## src/rtl/alu_pkg.sv

```systemverilog
// ---------------------------------------------------------------------------
// alu_pkg -- constants shared by the alu_pipe block.
//   DEFAULT_WIDTH : default operand/result width
//   alu_op_e      : 2-bit opcode (invert, add, subtract, double)
// ---------------------------------------------------------------------------
package alu_pkg;

  localparam int DEFAULT_WIDTH = 4;

  typedef enum logic [1:0] {
    OP_INV = 2'b00,
    OP_ADD = 2'b01,
    OP_SUB = 2'b10,
    OP_DBL = 2'b11
  } alu_op_e;

endpackage

```

## src/rtl/alu_pipe_if.sv

```systemverilog
// ---------------------------------------------------------------------------
// alu_pipe_if -- handshake bundle for alu_pipe.
//   Request side : in_valid, in_ready, A, B, S
//   Result side  : out_valid, out_ready, Y, C, Z, V
//   master : the producer/consumer environment
//   slave  : the ALU pipeline
// ---------------------------------------------------------------------------
interface alu_pipe_if
  import alu_pkg::*;
#(
  parameter int WIDTH = DEFAULT_WIDTH
);

  logic             in_valid;
  logic             in_ready;
  logic [WIDTH-1:0] A;
  logic [WIDTH-1:0] B;
  logic [1:0]       S;
  logic             out_valid;
  logic             out_ready;
  logic [WIDTH-1:0] Y;
  logic             C;
  logic             Z;
  logic             V;

  modport master (
    output in_valid, A, B, S, out_ready,
    input  in_ready, out_valid, Y, C, Z, V
  );

  modport slave (
    input  in_valid, A, B, S, out_ready,
    output in_ready, out_valid, Y, C, Z, V
  );

endinterface

```

## src/rtl/alu_core.sv

```systemverilog
// ---------------------------------------------------------------------------
// alu_core -- purely combinational ALU datapath.
//   A, B : operands (WIDTH bits)     S : opcode (alu_op_e)
//   Y    : result                    C : carry / borrow / shifted-out bit
//   Z    : Y is all zeros            V : signed overflow
// Optional feature: macro ALU_SAT_EN makes add/double clamp to all ones on
// carry and subtract clamp to zero on borrow; C and V stay raw.
// ---------------------------------------------------------------------------
module alu_core
  import alu_pkg::*;
#(
  parameter int WIDTH = DEFAULT_WIDTH
) (
  input  logic [WIDTH-1:0] A,
  input  logic [WIDTH-1:0] B,
  input  logic [1:0]       S,
  output logic [WIDTH-1:0] Y,
  output logic             C,
  output logic             Z,
  output logic             V
);

  localparam logic [WIDTH:0] ONE = {{WIDTH{1'b0}}, 1'b1};

  logic [WIDTH:0]   raw;
  logic [WIDTH-1:0] y_final;

  always_comb begin
    raw     = '0;
    V       = 1'b0;
    case (S)
      OP_INV: begin
        raw = {1'b0, ~A};
      end
      OP_ADD: begin
        raw = {1'b0, A} + {1'b0, B};
        V   = (A[WIDTH-1] == B[WIDTH-1]) && (raw[WIDTH-1] != A[WIDTH-1]);
      end
      OP_SUB: begin
        // Extended two's-complement subtract: bit WIDTH ends up as the borrow.
        raw = {1'b0, A} + ~{1'b0, B} + ONE;
        V   = (A[WIDTH-1] != B[WIDTH-1]) && (raw[WIDTH-1] != A[WIDTH-1]);
      end
      OP_DBL: begin
        raw = {A, 1'b0};
        V   = A[WIDTH-1] ^ A[WIDTH-2];
      end
      default: ;
    endcase
    C       = raw[WIDTH];
    y_final = raw[WIDTH-1:0];
`ifdef ALU_SAT_EN
    // Invert never sets C, so only the three arithmetic ops can clamp.
    if (raw[WIDTH]) begin
      y_final = (S == OP_SUB) ? '0 : '1;
    end
`endif
    Y = y_final;
    Z = ~|y_final;
  end

endmodule

```

## src/rtl/alu_pipe.sv

```systemverilog
// ---------------------------------------------------------------------------
// alu_pipe -- two-stage pipelined ALU with valid/ready handshakes.
//   clk : clock            rst : synchronous active-high reset
//   bus : alu_pipe_if.slave (in_valid/in_ready/A/B/S in,
//                            out_valid/out_ready/Y/C/Z/V out)
// Stage 1 registers the operands, alu_core computes between stages, and
// stage 2 registers the result. Both stages move together whenever the
// output register is empty or being drained, so in_ready is that condition.
// Optional feature: macro ALU_SAT_EN (saturating arithmetic, in alu_core).
// ---------------------------------------------------------------------------
module alu_pipe
  import alu_pkg::*;
#(
  parameter int WIDTH = DEFAULT_WIDTH
) (
  input logic       clk,
  input logic       rst,
  alu_pipe_if.slave bus
);

  logic             s1_valid_reg;
  logic [WIDTH-1:0] s1_a_reg;
  logic [WIDTH-1:0] s1_b_reg;
  logic [1:0]       s1_s_reg;

  logic             out_valid_reg;
  logic [WIDTH-1:0] y_reg;
  logic             c_reg;
  logic             z_reg;
  logic             v_reg;

  logic [WIDTH-1:0] core_y;
  logic             core_c;
  logic             core_z;
  logic             core_v;
  logic             advance;

  assign advance      = !out_valid_reg || bus.out_ready;
  assign bus.in_ready = advance;

  alu_core #(.WIDTH(WIDTH)) u_core (
    .A (s1_a_reg),
    .B (s1_b_reg),
    .S (s1_s_reg),
    .Y (core_y),
    .C (core_c),
    .Z (core_z),
    .V (core_v)
  );

  always_ff @(posedge clk) begin
    if (rst) begin
      s1_valid_reg  <= 1'b0;
      s1_a_reg      <= '0;
      s1_b_reg      <= '0;
      s1_s_reg      <= '0;
      out_valid_reg <= 1'b0;
      y_reg         <= '0;
      c_reg         <= 1'b0;
      z_reg         <= 1'b0;
      v_reg         <= 1'b0;
    end else if (advance) begin
      // Bubbles travel through like data; payload only reloads on valid.
      s1_valid_reg <= bus.in_valid;
      if (bus.in_valid) begin
        s1_a_reg <= bus.A;
        s1_b_reg <= bus.B;
        s1_s_reg <= bus.S;
      end
      out_valid_reg <= s1_valid_reg;
      if (s1_valid_reg) begin
        y_reg <= core_y;
        c_reg <= core_c;
        z_reg <= core_z;
        v_reg <= core_v;
      end
    end
  end

  assign bus.out_valid = out_valid_reg;
  assign bus.Y         = y_reg;
  assign bus.C         = c_reg;
  assign bus.Z         = z_reg;
  assign bus.V         = v_reg;

endmodule

```

## src/flat_wrapper.sv

```systemverilog
// flat-port wrapper written by rule: the top's interface ports become plain ports
module alu_pipe_flat import alu_pkg::*;
#(
  parameter int WIDTH = DEFAULT_WIDTH
)
  (clk, rst, bus_in_valid, bus_A, bus_B, bus_S, bus_out_ready, bus_in_ready, bus_out_valid, bus_Y, bus_C, bus_Z, bus_V);
  alu_pipe_if #(.WIDTH(WIDTH)) bus_i ();
  input logic clk;
  input logic rst;
  input wire logic [$bits(bus_i.in_valid)-1:0] bus_in_valid;
  input wire logic [$bits(bus_i.A)-1:0] bus_A;
  input wire logic [$bits(bus_i.B)-1:0] bus_B;
  input wire logic [$bits(bus_i.S)-1:0] bus_S;
  input wire logic [$bits(bus_i.out_ready)-1:0] bus_out_ready;
  output wire logic [$bits(bus_i.in_ready)-1:0] bus_in_ready;
  output wire logic [$bits(bus_i.out_valid)-1:0] bus_out_valid;
  output wire logic [$bits(bus_i.Y)-1:0] bus_Y;
  output wire logic [$bits(bus_i.C)-1:0] bus_C;
  output wire logic [$bits(bus_i.Z)-1:0] bus_Z;
  output wire logic [$bits(bus_i.V)-1:0] bus_V;
  assign bus_i.in_valid = bus_in_valid;
  assign bus_i.A = bus_A;
  assign bus_i.B = bus_B;
  assign bus_i.S = bus_S;
  assign bus_i.out_ready = bus_out_ready;
  assign bus_in_ready = bus_i.in_ready;
  assign bus_out_valid = bus_i.out_valid;
  assign bus_Y = bus_i.Y;
  assign bus_C = bus_i.C;
  assign bus_Z = bus_i.Z;
  assign bus_V = bus_i.V;
  alu_pipe #(.WIDTH(WIDTH)) u_core (.clk(clk), .rst(rst), .bus(bus_i));
endmodule
```

## config.mk

```make
export PLATFORM = sky130hd
export DESIGN_NAME = alu_pipe_flat
export DESIGN_NICKNAME = d
export VERILOG_FILES = /design/src/rtl/alu_pkg.sv /design/src/rtl/alu_pipe_if.sv /design/src/rtl/alu_core.sv /design/src/rtl/alu_pipe.sv /design/src/flat_wrapper.sv
export SDC_FILE = /design/constraint.sdc
export NUM_CORES = 1
export LEC_CHECK = 0
export CAP_MARGIN = 20
export CORE_ASPECT_RATIO = 1.1
export CORE_MARGIN = 4
export CORE_UTILIZATION = 30
export DETAILED_ROUTE_END_ITERATION = 6
export MAX_ROUTING_LAYER = met4
export PLACE_DENSITY = 0.58
export SYNTH_ARGS = -nofsm -noshare
export SYNTH_HDL_FRONTEND = slang
export SYNTH_SLANG_ARGS = --single-unit
```

## constraint.sdc

```tcl
create_clock -name clk -period 4.7 [get_ports clk]
set_clock_uncertainty 0.15 [all_clocks]
set_input_delay 0.94 -clock clk [delete_from_list [all_inputs] [get_ports clk]]
set_output_delay 0.94 -clock clk [all_outputs]
set_load 0.02 [all_outputs]
```

==> out/metrics.yaml, run 1 <==
cts_buffers: 3
syn2layout_area_growth_pct: 24.41
wl_met1_mm: 1.127
critPathMaxStageDelay_ns: 0.65
drv_cap: 0
hold_viol: 0
synthAdderAreaFrac: 0.1204
synth_seq_cells: 19
cts_tree: "built"
initial_utilization: 0.3159
synth_ff_type: "dfxtp_1"
worst_slew_pin_slew_ns: 0.7715
path_class: "input port to output port"
cp_slowest_cell: "clkdlybuf4s50_1"
cts_resized: 0
synth_area_leaders: "dfxtp_1 (33%), nand2_1 (8.7%), ha_1 (8.6%)"
hold_ws_ns: 0.3310
required_ns: 3.61
grt_pass1_vias: 1048
finalMaxSlewViolations: 0
synth_top_area_cell: "dfxtp_1"
syn_inst: 141
wirelength_mm: 2.550
wl_met3_um: 75
syn_area_per_cell_um2: 8.253
grtUsageTotal: 0.1255
slew-limit-headroom: 0.4841
antenna_found_initial: 0
cp_num_buf_inv: 2
peakVddDrop_mv: 0.1202
drc: 0
syn-cell-area_um2: 1164
syn_nets: 165
wl_met2_mm: 1.304
yosys.area_share.xor_xnor: 0.03011
h-tree-depth: 1
drt-pass1-iter-count: 4
drive_gt1_frac: 0.05696
finalCriticalPeriod_ns: 3.357
p_leak_nw: 0.5440
path_max_fanout: 8
nNetsFinal: 183
crit_arrival_ns: 2.27
fp.dieH_um: 73.32
yosys.area_share.simple: 0.2226
cts.path.max_buffers: 2
drt_iter0_markers: 58
rows: 23
setup_viol: 0
die_w_um: 67.38
synth_edf_count: 0
top_layer_used: "met4"
route.vias.total: 975
synth_top_family_by_area: "simple AND/OR/NAND/NOR gates"
clk_pin_slew_ns: 0.07
io_pins: 23
yosysWarningCount: 0
crit_family: "buffers and inverters"
clock_sinks: 19
end_kind: "output port"
synthTopCellsByCount: "nand2_1 (27), dfxtp_1 (19), a21oi_1 (17), inv_1 (9)"
clock_latency_ns: 0.26
setup_tns_ns: 0
synth_seq_area_share: 0.3269
max_freq_mhz: 297.9
hp-class: "flop to flop"
ys_async_sr_fraction: 0
finalCritPeriodShare: 0.7143
avgViaCountPerCell: 4.688
clockRootBuffer: "clkbuf_8"
grt_max_degree: 22
antenna_left: 0
crit_chain: "clkdlybuf4s50_1 -> nand2b_1 -> clkdlybuf4s50_1"
post-synth-top-area-fraction: 0.3269
die-area_um2: 4940
grt_setup_unrepaired: "false"
cp_common_cell: "clkdlybuf4s50_1"
n_antenna_cell: 0
cts_hold_buffers: 0
core_area_um2: 3684
netlist-cell-type-count: 36
gp_congestion: 0.8513
status: "completed"
synth.mux.area_fraction: 0.04731
critPathLaunchType: "input port"
wl_per_cell_um: 12.26
synth_compound_gate_area_share: 0.1860
port_buffers: 22
cts_setup_buffers: 0
grt_pass1_wl_mm: 4.588
place_hpwl_mm: 2.011
grt_overflow: 0
p_per_area_nw_per_um2: 267.5
yosysMostFrequentCell: "nand2_1"
-- layout by cell type (no fill, tap or decap), types with 2 or more instances in the layout --
cell and n:
clkdlybuf4s50_1 22, xnor2_1 2, inv_1 9, nand3b_1 2, nor2_1 8, a211oi_1 5, dfxtp_1 19, fa_1 2
nand2_1 27, ha_1 8, nor2b_1 3, and2_1 2, mux4_2 2, xor2_1 2, clkbuf_8 3, a21oi_1 17
or3_1 2, o21ai_0 2, nand2b_1 2, nand3_1 3
-- layout make-up --
class,count,area [um2]
Timing Repair Buffer,22,220.2
Clock buffer,4,45.04
Inverter,9,33.78
Multi-Input combinational cell,104,705.7
Tap cell,50,62.56
Fill cell,409,2236
Sequential cell,19,380.4
-- tightest hold or removal path, cell delays in order, from the launching register on --
cell and delay [ns]:
dfxtp_1 0.33, nand2_1 0.06, a21oi_1 0.05
-- cell families (layout without fill, tap and decap cells) --
logic type,after synthesis,in the layout
simple gates,53,53
compound gates,34,34
flops,19,19
buf+inv,18,35
fa+ha+maj,10,10
xor+xnor,4,4
mux,3,3
-- metal layers --
metal | track usage | vias up
met2 | 0.2009 | 16
met3 | 0.02752 | 4
li1 | - | 518
met5 | - | -
met4 | 0.05405 | 0
met1 | 0.1509 | 437
-- through the flow --
stage,std cells,utilization,power (W),worst slack (ns),instance area [um2]
after floorplan,141,-,0.0002446,2.274,1164
after global placement,204,0.3808,0.0002703,1.362,1403
after detailed placement,204,0.3808,0.0002740,1.356,1403
after CTS,208,0.3930,0.0003896,1.347,1448
after global routing,208,0.3930,0.0004086,1.276,1448
final,208,0.3930,0.0003872,1.343,1448
-- path summary, 6_finish.rpt --
path                                         start                  to  slack [ns]  cells past startpoint
worst max-delay path                 bus_out_ready        bus_in_ready        1.34                      3
worst min-delay path            u_core.s1_b_reg[2]  u_core.s1_b_reg[2]        0.33                      2
worst max register to register  u_core.s1_a_reg[0]     u_core.bus.Y[2]        2.50                      6
worst min register to register  u_core.s1_b_reg[2]  u_core.s1_b_reg[2]        0.33                      2
-- power breakdown --
| group | internal, W | switching, W | leakage (nW) |
|---|---|---|---|
| sequential | 0.000170 | 0.0000105 | 0.156 |
| combinational | 0.0000438 | 0.0000449 | 0.365 |
| clock | 0.0000604 | 0.0000575 | 0.0228 |
| total | 0.000274 | 0.000113 | 0.544 |
No activity file was read; power rests on OpenSTA's default activity.
==> inputs of run 2 (changes only) <==
- PLACE_DENSITY: 0.58 -> 0.6
- clock period: 4.7 -> 2.7 ns (I/O delays scaled with it)
==> run 2 against run 1 <==
Effect of this change: cell area is 1.0% higher; critical path depth unchanged; routed wire length fell by 2.5%; largest cell class unchanged.
==> out/metrics.yaml, run 2 (synthesis gave the netlist of run 1 again) <==
hp-class: "flop to flop"
fp.dieH_um: 73.32
cts_resized: 0
drc: 0
n_antenna_cell: 0
drv_cap: 0
grt_pass1_wl_mm: 4.271
cp_common_cell: "clkdlybuf4s50_1"
wirelength_mm: 2.487
clock_sinks: 19
worstSetupEndpoint: "bus_in_ready"
port_buffers: 22
grt_max_degree: 16
initial_utilization: 0.3159
io_pins: 23
fillers: 409
placed_cells: 206
drt-pass1-iter-count: 4
end_kind: "output port"
power_w: 0.0006693
route.vias.total: 993
cts.path.max_buffers: 2
die-area_um2: 4940
antenna_left: 0
die_w_um: 67.38
setup_viol: 0
antenna_found_initial: 0
final_util: 0.3971
place_hpwl_mm: 1.957
slew-limit-headroom: 0.7040
peakVddDrop_mv: 0.1409
grt_pass1_vias: 948
worst_slew_pin_slew_ns: 0.4434
max_freq_mhz: 413.6
cts_tree: "built"
cts_buffers: 3
h-tree-depth: 1
reg2regPathDepth: 6
final_cell_mix: "nand2_1 (27), clkdlybuf4s50_1 (22), dfxtp_1 (19), a21oi_1 (17), inv_1 (9)"
clock_latency_ns: 0.26
finalCritPeriodShare: 0.8956
cp_num_buf_inv: 2
syn2layout_area_growth_pct: 25.70
clk_pin_slew_ns: 0.07
p_leak_nw: 0.5531
crit_cells: 3
hold_viol: 0
critPathMaxStageDelay_ns: 0.61
crit_arrival_ns: 1.73
crit_start: "bus_out_ready"
grt_setup_unrepaired: "false"
cts_setup_buffers: 0
crit_family: "buffers and inverters"
critPathLaunchType: "input port"
clockRootBuffer: "clkbuf_8"
rows: 23
path_class: "input port to output port"
rrSetupSlack_ns: 0.51
wl_per_cell_um: 11.84
path_max_fanout: 2
cts_hold_buffers: 0
grt_overflow: 0
drive_gt1_frac: 0.06875
gp_congestion: 0.8848
hold_ws_ns: 0.3237
r2r_end: "u_core.bus.Y[2]"
finalCriticalPeriod_ns: 2.418
nNetsFinal: 185
crit_chain: "clkdlybuf4s50_1 -> nand2b_1 -> clkdlybuf4s50_1"
p_per_area_nw_per_um2: 457.6
status: "completed"
r2r_start: "u_core.s1_a_reg[0]"
core_area_um2: 3684
drt_iter0_markers: 54
finalMaxSlewViolations: 0
required_ns: 2.01
setup_tns_ns: 0
final_common_cell: "nand2_1"
cp_slowest_cell: "clkdlybuf4s50_1"
avgViaCountPerCell: 4.729
grtUsageTotal: 0.1152
fin_cells: 210
-- run 2: how the worst min path moves through the flow --
stage                                  start                 end  slack (ns)  cells past startpoint
after global placement       u_core.bus.Y[3]     u_core.bus.Y[3]        0.31                      2
final                        u_core.bus.Y[3]     u_core.bus.Y[3]        0.32                      2
after global routing         u_core.bus.Y[3]     u_core.bus.Y[3]        0.34                      2
after CTS                    u_core.bus.Y[3]     u_core.bus.Y[3]        0.33                      2
after detailed placement     u_core.bus.Y[3]     u_core.bus.Y[3]        0.31                      2
after floorplan           u_core.s1_b_reg[2]  u_core.s1_b_reg[2]        0.30                      2
-- run 2: metal layers --
layer / GRT usage / vias to the layer above / part of all wire
li1: - / 519 / -
met1: 0.1435 / 442 / 0.46
met2: 0.1812 / 27 / 0.48
met3: 0.02294 / 5 / 0.039
met4: 0.04730 / 0 / 0.018
met5: - / - / 0
-- run 2: stage by stage --
stage,setup slack (ns),cell area (um2)
final,0.2819,1463
after global routing,0.2264,1463
after CTS,0.2717,1463
after detailed placement,0.2769,1418
after global placement,0.2898,1418
after floorplan,0.6812,1164
-- run 2: cell type report --
cell class,instances,area [um2],area share
sequential,19,380.4,0.2601
inverter,9,33.78,0.02310
clock buffer,4,45.04,0.03080
timing repair buffer,24,235.2,0.1608
multi-input combinational,104,705.7,0.4825
tap,50,62.56,0.04277
-- run 2: worst register-to-register path, cell delays in order (launching register included) --
cell and delay [ns]:
dfxtp_1 0.38, inv_1 0.08, ha_1 0.21, fa_1 0.40, xor2_1 0.15, mux4_2 0.49
a211oi_1 0.24
-- run 2: power by group --
group	switching, W	internal [W]	leakage, nW
Sequential	0.0000190	0.000296	0.156
Combinational	0.0000781	0.0000775	0.374
Clock	0.0000935	0.000105	0.0228
Total	0.000191	0.000479	0.553
==> inputs of run 3 (changes only) <==
--- a/config.mk
+++ b/config.mk
@@ -7,3 +7,2 @@
 export LEC_CHECK = 0
-export CAP_MARGIN = 20
 export CORE_ASPECT_RATIO = 1.1
==> constraint.sdc (replaced) <==
create_clock -name clk -period 2.7 [get_ports clk]
set_clock_uncertainty 0.15 [all_clocks]
set_input_delay 0.405 -clock clk [delete_from_list [all_inputs] [get_ports clk]]
set_output_delay 0.405 -clock clk [all_outputs]
set_load 0.02 [all_outputs]
==> run 3 against run 2 <==
Effect of this change: critical path depth is the same; non-clock buffer count shrank 1; setup slack gained 0.13 ns; flip-flop and latch count is the same; global-route usage shrank 0.44 points; total power shrank 0.32%; cell area shrank 0.51%; critical endpoint unchanged; largest cell class unchanged; highest routed layer unchanged.
==> out/metrics.yaml, run 3 (synthesis gave the netlist of run 1 again) <==
die-area_um2: 4940
nNetsFinal: 184
finalMaxSlewViolations: 0
dpl_cell_area_um2: 1410
clock_sinks: 19
rrSetupSlack_ns: 0.51
peakVddDrop_mv: 0.2738
place_hpwl_mm: 1.966
grt_overflow: 0
drc: 0
whs_endpoint: "u_core.bus.Y[3]"
cts.path.max_buffers: 2
cts_tree: "built"
fp.dieH_um: 73.32
syn2layout_area_growth_pct: 25.05
crit_chain: "clkdlybuf4s50_1 -> nand2b_1 -> clkdlybuf4s50_1"
core_area_um2: 3684
cts_resized: 0
grt_pass1_vias: 939
path_max_fanout: 8
antenna_left: 0
clk_pin_slew_ns: 0.07
hold_ws_ns: 0.3230
drive_gt1_frac: 0.06289
cts_setup_buffers: 0
route.vias.total: 1027
finalCriticalPeriod_ns: 2.290
fillers: 396
n_antenna_cell: 0
clock_latency_ns: 0.26
worst_slew_pin_slew_ns: 0.4519
finalCritPeriodShare: 0.8481
critPathMaxStageDelay_ns: 0.65
avgViaCountPerCell: 4.914
p_per_area_nw_per_um2: 458.5
hold_start: "u_core.bus.Y[3]"
cts_buffers: 3
path_class: "input port to output port"
r2r_start: "u_core.s1_a_reg[0]"
stdcell_area_um2: 1455
final_common_cell: "nand2_1"
crit_arrival_ns: 1.73
grtUsageTotal: 0.1107
grt_pass1_wl_mm: 4.057
hold_viol: 0
drv_cap: 0
die_w_um: 67.38
cts_hold_buffers: 0
end_kind: "output port"
drt-pass1-iter-count: 4
reg2regPathDepth: 6
p_leak_nw: 0.5488
antenna_found_initial: 0
r2r_end: "u_core.bus.Y[2]"
hp-class: "flop to flop"
gp_congestion: 0.9104
slew-limit-headroom: 0.6983
initial_utilization: 0.3159
required_ns: 2.14
io_pins: 23
status: "completed"
clockRootBuffer: "clkbuf_8"
grt_max_degree: 18
h-tree-depth: 1
drt_iter0_markers: 48
cp_slowest_cell: "clkdlybuf4s50_1"
grt_setup_unrepaired: "false"
cp_common_cell: "clkdlybuf4s50_1"
placed_cells: 205
holdPathStages: 2
wirelength_mm: 2.441
port_buffers: 22
max_freq_mhz: 436.7
final_cell_mix: "nand2_1 (27), clkdlybuf4s50_1 (22), dfxtp_1 (19), a21oi_1 (17), inv_1 (9)"
critPathLaunchType: "input port"
setup_tns_ns: 0
setup_viol: 0
fin_cells: 209
wl_per_cell_um: 11.68
rows: 23
==> run 3: how the worst max path moves through the flow <==
stage / start / to / cells past startpoint / slack (ns)
final: bus_out_ready / bus_in_ready / 3 / 0.41
after global routing: bus_out_ready / bus_in_ready / 3 / 0.37
after CTS: bus_out_ready / bus_in_ready / 3 / 0.43
after detailed placement: bus_out_ready / bus_in_ready / 3 / 0.43
after global placement: bus_out_ready / bus_in_ready / 3 / 0.43
after floorplan: u_core.s1_a_reg[0] / u_core.bus.Y[2] / 6 / 0.68
==> run 3: per-stage QoR <==
step                total power [W]  setup slack, ns    util
floorplan                 0.0004257           0.6812       -
global placement          0.0004706           0.4339  0.3828
detailed placement        0.0004765           0.4295  0.3828
global route              0.0007084           0.3703  0.3950
finish                    0.0006672           0.4102  0.3950
CTS                       0.0006761           0.4255  0.3950
==> run 3: critical path: cells and delay by family <==
| family | cells | cell delay, ns |
|---|---|---|
| buffers and inverters | 2 | 1.10 |
| AND/OR/NAND/NOR | 1 | 0.23 |
==> run 3: power by group <==
group	total (W)	switching, W	internal, W	leakage, nW
Clock	0.000197	0.0000925	0.000105	0.0228
Combinational	0.000155	0.0000782	0.0000768	0.370
Sequential	0.000315	0.0000185	0.000296	0.156
==> run 3: routing by layer <==
layer | vias up | track usage | routed length (um)
met5 | - | - | 0
met1 | 475 | 0.1278 | 1074
met2 | 32 | 0.1769 | 1173
li1 | 513 | - | -
met4 | 0 | 0.05405 | 59
met3 | 7 | 0.02905 | 133
==> run 3: cell type report <==
type / instances / area (um2) / area share
multi-input cells: 104 / 705.7 / 0.4850
flip-flops and latches: 19 / 380.4 / 0.2614
repair buffers: 23 / 227.7 / 0.1565
well taps: 50 / 62.56 / 0.04299
clock buffers: 4 / 45.04 / 0.03095
inverters: 9 / 33.78 / 0.02322
